**config.mk**
```make
export PLATFORM = sky130hd
export DESIGN_NAME = spi_master_io
export DESIGN_NICKNAME = d
export VERILOG_FILES = /design/src/rtl/spi_master_io.sv
export SDC_FILE = /design/constraint.sdc
export NUM_CORES = 1
export LEC_CHECK = 0
export BUFFER_PORTS_ARGS = -buffer_cell sky130_fd_sc_hd__buf_2
export CAP_MARGIN = 10
export CELL_PAD_IN_SITES_DETAIL_PLACEMENT = 1
export CELL_PAD_IN_SITES_GLOBAL_PLACEMENT = 2
export CORE_ASPECT_RATIO = 2
export CORE_MARGIN = 10
export CORE_UTILIZATION = 33
export CTS_CLUSTER_SIZE = 16
export DETAILED_ROUTE_END_ITERATION = 12
export PLACE_DENSITY = 0.79
export SLEW_MARGIN = 20
export SYNTH_ARGS = -nofsm -noshare
export SYNTH_HDL_FRONTEND = slang
export SYNTH_SLANG_ARGS = --single-unit
```
**constraint.sdc**
```tcl
create_clock -name clk -period 3.3 [get_ports clk]
set_input_delay 0.66 -clock clk [delete_from_list [all_inputs] [get_ports clk]]
set_output_delay 0.66 -clock clk [all_outputs]
set_load 0.02 [all_outputs]
```
**src/rtl/spi_master_io.sv**
```systemverilog
// spi_master_io: SPI master shift engine and pin driver.
//
// Pops bytes from a first-word-fall-through TX FIFO and serialises them on
// sclk/mosi while ss is low. Samples miso into a byte register. Each completed
// byte is shifted into a 64-bit accumulator. rx_access pulses for one cycle
// when the transaction ends.
//
// Ports:
//   clk, reset      core clock; synchronous active-high reset
//   spi_en          start/continue permission for new bytes
//   cpol, cpha      SPI mode (sclk idle level, sample edge)
//   lsbfirst        1: bit0 is sent and received first
//   clkdiv_reg      sclk half-period is clkdiv_reg+1 clk cycles
//   fifo_dout       TX FIFO head
//   fifo_empty      TX FIFO empty
//   fifo_read       pop strobe (combinational)
//   spi_state       FSM state: 00 IDLE, 01 SETUP, 10 DATA, 11 HOLD
//   rx_data         last 8 received bytes; newest byte in [7:0]
//   rx_access       one-cycle pulse at end of transaction
//   sclk, mosi, ss  registered SPI pins (ss active low)
//   miso            serial data in
module spi_master_io (
  input  logic        clk,
  input  logic        reset,
  input  logic        spi_en,
  input  logic        cpol,
  input  logic        cpha,
  input  logic        lsbfirst,
  input  logic [7:0]  clkdiv_reg,
  input  logic [7:0]  fifo_dout,
  input  logic        fifo_empty,
  output logic        fifo_read,
  output logic [1:0]  spi_state,
  output logic [63:0] rx_data,
  output logic        rx_access,
  output logic        sclk,
  output logic        mosi,
  output logic        ss,
  input  logic        miso
);

  typedef enum logic [1:0] {
    ST_IDLE  = 2'b00,
    ST_SETUP = 2'b01,
    ST_DATA  = 2'b10,
    ST_HOLD  = 2'b11
  } state_t;

  state_t      state_q, state_d;
  logic [7:0]  hc_q, hc_d;       // half-period counter
  logic [7:0]  div_q, div_d;     // divider captured at each reload
  logic [3:0]  tc_q, tc_d;       // tick index within the current byte (0..15)
  logic [7:0]  tx_sh_q, tx_sh_d;
  logic [7:0]  rx_byte_q, rx_byte_d;
  logic [63:0] rx_data_q, rx_data_d;
  logic        rx_access_q, rx_access_d;
  logic        sclk_q, sclk_d;
  logic        mosi_q, mosi_d;
  logic        ss_q, ss_d;

  logic        tick;
  logic        can_pop;
  logic        pop;
  logic        leading;
  logic        do_sample;
  logic        do_shift;
  logic [7:0]  byte_done;

  // FIFO handshake: fifo_empty low means fifo_dout is valid; fifo_read is the
  // ready/pop strobe and the byte is consumed in the same cycle it is high.
  assign can_pop = spi_en & ~fifo_empty;
  assign tick    = (state_q != ST_IDLE) && (hc_q == div_q);

  always_comb begin
    state_d     = state_q;
    hc_d        = hc_q;
    div_d       = div_q;
    tc_d        = tc_q;
    tx_sh_d     = tx_sh_q;
    rx_byte_d   = rx_byte_q;
    rx_data_d   = rx_data_q;
    rx_access_d = 1'b0;
    sclk_d      = sclk_q;
    ss_d        = ss_q;
    pop         = 1'b0;
    leading     = 1'b0;
    do_sample   = 1'b0;
    do_shift    = 1'b0;
    byte_done   = 8'd0;

    // Divider is re-read on every reload so a change lands at the next
    // half-period boundary.
    if (state_q == ST_IDLE) begin
      hc_d  = 8'd0;
      div_d = clkdiv_reg;
    end else if (tick) begin
      hc_d  = 8'd0;
      div_d = clkdiv_reg;
    end else begin
      hc_d  = hc_q + 8'd1;
    end

    case (state_q)
      ST_IDLE: begin
        ss_d   = 1'b1;
        sclk_d = cpol;
        if (can_pop) begin
          pop       = 1'b1;
          tx_sh_d   = fifo_dout;
          tc_d      = 4'd0;
          rx_byte_d = 8'd0;
          ss_d      = 1'b0;
          state_d   = ST_SETUP;
        end
      end
      ST_SETUP: begin
        ss_d   = 1'b0;
        sclk_d = cpol;
        if (tick) state_d = ST_DATA;
      end
      ST_DATA: begin
        if (tick) begin
          sclk_d  = ~sclk_q;
          tc_d    = tc_q + 4'd1;
          // Ticks 1,3,..,15 (tc even) are leading edges.
          leading = ~tc_q[0];
          if (cpha) begin
            do_sample = ~leading;
            // First bit is already on mosi from SETUP / byte boundary.
            do_shift  = leading && (tc_q != 4'd0);
          end else begin
            do_sample = leading;
            do_shift  = ~leading;
          end
          if (do_sample)
            rx_byte_d = lsbfirst ? {miso, rx_byte_q[7:1]} : {rx_byte_q[6:0], miso};
          if (do_shift)
            tx_sh_d = lsbfirst ? {1'b0, tx_sh_q[7:1]} : {tx_sh_q[6:0], 1'b0};
          if (tc_q == 4'd15) begin
            byte_done = rx_byte_d;
            rx_data_d = {rx_data_q[55:0], byte_done};
            if (can_pop) begin
              pop       = 1'b1;
              tx_sh_d   = fifo_dout;
              rx_byte_d = 8'd0;
            end else begin
              state_d   = ST_HOLD;
            end
          end
        end
      end
      ST_HOLD: begin
        sclk_d = cpol;
        if (tick) begin
          state_d     = ST_IDLE;
          ss_d        = 1'b1;
          rx_access_d = 1'b1;
        end
      end
      default: state_d = ST_IDLE;
    endcase

    mosi_d = (state_d == ST_IDLE) ? 1'b0 : (lsbfirst ? tx_sh_d[0] : tx_sh_d[7]);
  end

  always_ff @(posedge clk) begin
    if (reset) begin
      state_q     <= ST_IDLE;
      hc_q        <= 8'd0;
      div_q       <= 8'd0;
      tc_q        <= 4'd0;
      tx_sh_q     <= 8'd0;
      rx_byte_q   <= 8'd0;
      rx_data_q   <= 64'd0;
      rx_access_q <= 1'b0;
      sclk_q      <= cpol;
      mosi_q      <= 1'b0;
      ss_q        <= 1'b1;
    end else begin
      state_q     <= state_d;
      hc_q        <= hc_d;
      div_q       <= div_d;
      tc_q        <= tc_d;
      tx_sh_q     <= tx_sh_d;
      rx_byte_q   <= rx_byte_d;
      rx_data_q   <= rx_data_d;
      rx_access_q <= rx_access_d;
      sclk_q      <= sclk_d;
      mosi_q      <= mosi_d;
      ss_q        <= ss_d;
    end
  end

  assign fifo_read = pop & ~reset;
  assign spi_state = state_q;
  assign rx_data   = rx_data_q;
  assign rx_access = rx_access_q;
  assign sclk      = sclk_q;
  assign mosi      = mosi_q;
  assign ss        = ss_q;

endmodule
```
==> flow_metrics.tcl <==
set metrics [dict create \
    p_leak_nw 2.125 \
    clock-root-buffer "clkbuf_16" \
    io_buffer_count 94 \
    tns_ns 0 \
    grt_use_total_pct 14.73 \
    cts_buffers 9 \
    arrival_ns 2.34 \
    grt_pass1_wl_um 21950 \
    die_y_um 183.7 \
    combPwrFrac_pct 7.3 \
    drtIter0Drc 62 \
    synth_edf_count 1 \
    synthAdderAreaFrac_pct 0.8489 \
    die_x_um 101.9 \
    pin_count 95 \
    synth_mux_area_share_pct 3.198 \
    antenna_found_initial 0 \
    syn2layout_area_growth_pct 19.84 \
    synthSimpleGateAreaFrac_pct 23.74 \
    die_area_um2 18710 \
    start_util_pct 33.84 \
    critical_path.endpoint_type "output pin" \
    seq_area_frac_synth_pct 48.22 \
    finalInstanceArea_um2 5299 \
    slew_headroom_pct 47.54 \
    routedWlPerCell_um 17.19 \
    clock_latency_ns 0.35 \
    power.switching_mw 0.6628 \
    yosys_warnings 0 \
    tritoncts "built" \
    drc 0 \
    setup_viol 0 \
    rsz0062_at_grt "no" \
    synth_compound_area_share_pct 16.36 \
    cts-htree-levels 3 \
    layout_commonest_cell "nand2_1" \
    maxCapViolCount 0 \
    placedInstanceArea_um2 5015 \
    ys_async_sr_fraction_pct 0 \
    placementRows 59 \
    vias 4068 \
    clock_sinks 106 \
    final_cell_mix "141 x nand2_1, 105 x dfxtp_1, 93 x a21oi_1, 93 x buf_2, 50 x nor2_1" \
    status "finished, final reports clean" \
    ys_ff_latch 106 \
    antenna_left 0 \
    ys.flop_type "dfxtp_1" \
    synthXorXnorAreaFrac_pct 3.565 \
    hpwlAfterDp_um 10040 \
    clock_path_buffers 2 \
    worstPathMaxFanout 5 \
    setup_slack_ns 0.2992 \
    synth_area_per_cell_um2 7.996 \
    p_int_mw 1.895 \
    cp-start-kind "flop" \
    synthDistinctLibCells 46 \
    gp_congestion 0.7891 \
    irDropWorstVdd_mv 0.2360 \
    grt_max_degree 73 \
    maxSlewViolCount 0 \
    grt_pass1_vias 4296 \
    fin_skew_ns 0.009290 \
    drive_gt1_share_pct 20.13 \
    cts_hold_buf 0 \
    p_seq_share_pct 51.5 \
    diodes 0 \
    finalHoldViolations 0 \
    critPathKind "reg -> out" \
    cts_setup_buffers 0 \
    worst_hold_path_type "reg -> reg" \
    min_period_ns 3.001 \
    power_density_nw_per_um2 482.8 \
    dp_worst_setup_slack_ns 0.6405 \
    swShare_pct 25.91 \
    cts_resized 0 \
    synth_top_family_by_area "simple AND/OR/NAND/NOR gates" \
    tightest_slew_ns 0.7784 \
    via_per_inst 5.162 \
    core_um2 13070 \
    synth_area_um2 4422 \
    syn_nets 580 \
    routed_wl_um 13550 \
    grt_remaining_overflow 0 \
    timing.fmax_mhz 333.2 \
    synth_cells 553 \
    layout.nets 658 \
    clkTransAtPathRegs_ns 0.08 \
    drt-pass1-iter-count 4 \
    clock_power_share_pct 41.2 \
    cp_data_required_time_ns 2.64 \
    post-route-period-util_pct 90.93 \
]
## sequential cells by signal, summed over array words and instances, names as in the netlist
register   flops
tx_sh_q        8
rx_data       64
mosi           1
div_q          8
tc_q           4
rx_access      1
sclk           1
ss             1
spi_state      2
hc_q           8
rx_byte_q      8
## critical path, stage by stage, from the launching register on
cell	delay, ns
dfxtp_1	0.35
xor2_1	0.18
nor4_4	0.46
a31oi_1	0.24
nor4_2	0.50
buf_2	0.26
## power groups by stage
stage / clock network [mW] / logic (mW) / registers, mW
4_1_cts: 1.09 / 0.191 / 1.32
5_1_grt: 1.14 / 0.209 / 1.32
2_1_floorplan: 0 / 0.124 / 1.35
6_report: 1.05 / 0.187 / 1.32
3_5_place_dp: 0 / 0.190 / 1.35
3_3_place_gp: 0 / 0.188 / 1.35
## final timing paths
kind | start | endpoint | slack (ns) | depth (start not counted)
max | hc_q[4] | fifo_read | 0.30 | 5
min | rx_data[63] | rx_data[63] | 0.46 | 2
max reg2reg | tc_q[0] | tx_sh_q[3] | 0.88 | 7
min reg2reg | rx_data[63] | rx_data[63] | 0.46 | 2
## synth_stat cells (3+ instances only)
cell | number | area (um2)
ha_1 | 3 | 37.54
clkbuf_1 | 27 | 101.4
nand3_1 | 7 | 35.03
and3_1 | 5 | 31.28
xor2_1 | 14 | 122.6
buf_2 | 3 | 15.01
a22oi_1 | 3 | 22.52
inv_1 | 7 | 26.28
nor2_1 | 50 | 187.7
a221o_1 | 3 | 30.03
o21ai_0 | 7 | 35.03
dfxtp_1 | 105 | 2102
a21oi_1 | 93 | 465.5
xnor2_1 | 4 | 35.03
mux2i_1 | 13 | 130.1
nand2_1 | 141 | 529.3
or3_1 | 5 | 31.28
nor3_1 | 19 | 95.09
buf_4 | 5 | 37.54
a31oi_1 | 6 | 37.54
## kinds of logic after synthesis
| group | Yosys count |
|---|---|
| AOI/OAI and AO/OA | 127 |
| buffers and inverters | 42 |
| muxes | 14 |
| DFF | 106 |
| xor gates and xnor gates | 18 |
| and+or+nand+nor | 243 |
| adders and majority gates | 3 |
## layer usage
| layer | up-vias | track usage [%] | part of all wire, % |
|---|---|---|---|
| met4 | 0 | 4.994 | 1.8 |
| li1 | 2023 | - | - |
| met1 | 1954 | 14.73 | 38 |
| met3 | 12 | 3.464 | 4.5 |
| met5 | - | 0 | 0 |
| met2 | 79 | 28.30 | 55 |
## cell type report
cell class	count	area, um2
clock buffers	10	229.0
fillers	1635	7767
inverters	7	26.28
well taps	152	190.2
flip-flops and latches	106	2132
repair buffers	102	545.5
multi-input cells	405	2121
clock inverters	6	55.05
## metrics by stage
step / total power [mW] / util [%] / hold slack [ns] / instances
2_1_floorplan: 1.472 / - / 0.4436 / 553
3_3_place_gp: 1.535 / 38.38 / 0.4424 / 772
3_5_place_dp: 1.538 / 38.38 / 0.4467 / 772
4_1_cts: 2.603 / 40.55 / 0.4586 / 788
5_1_grt: 2.672 / 40.55 / 0.4819 / 788
6_report: 2.558 / 40.55 / 0.4565 / 788
Power figures use the tool's default switching activity.
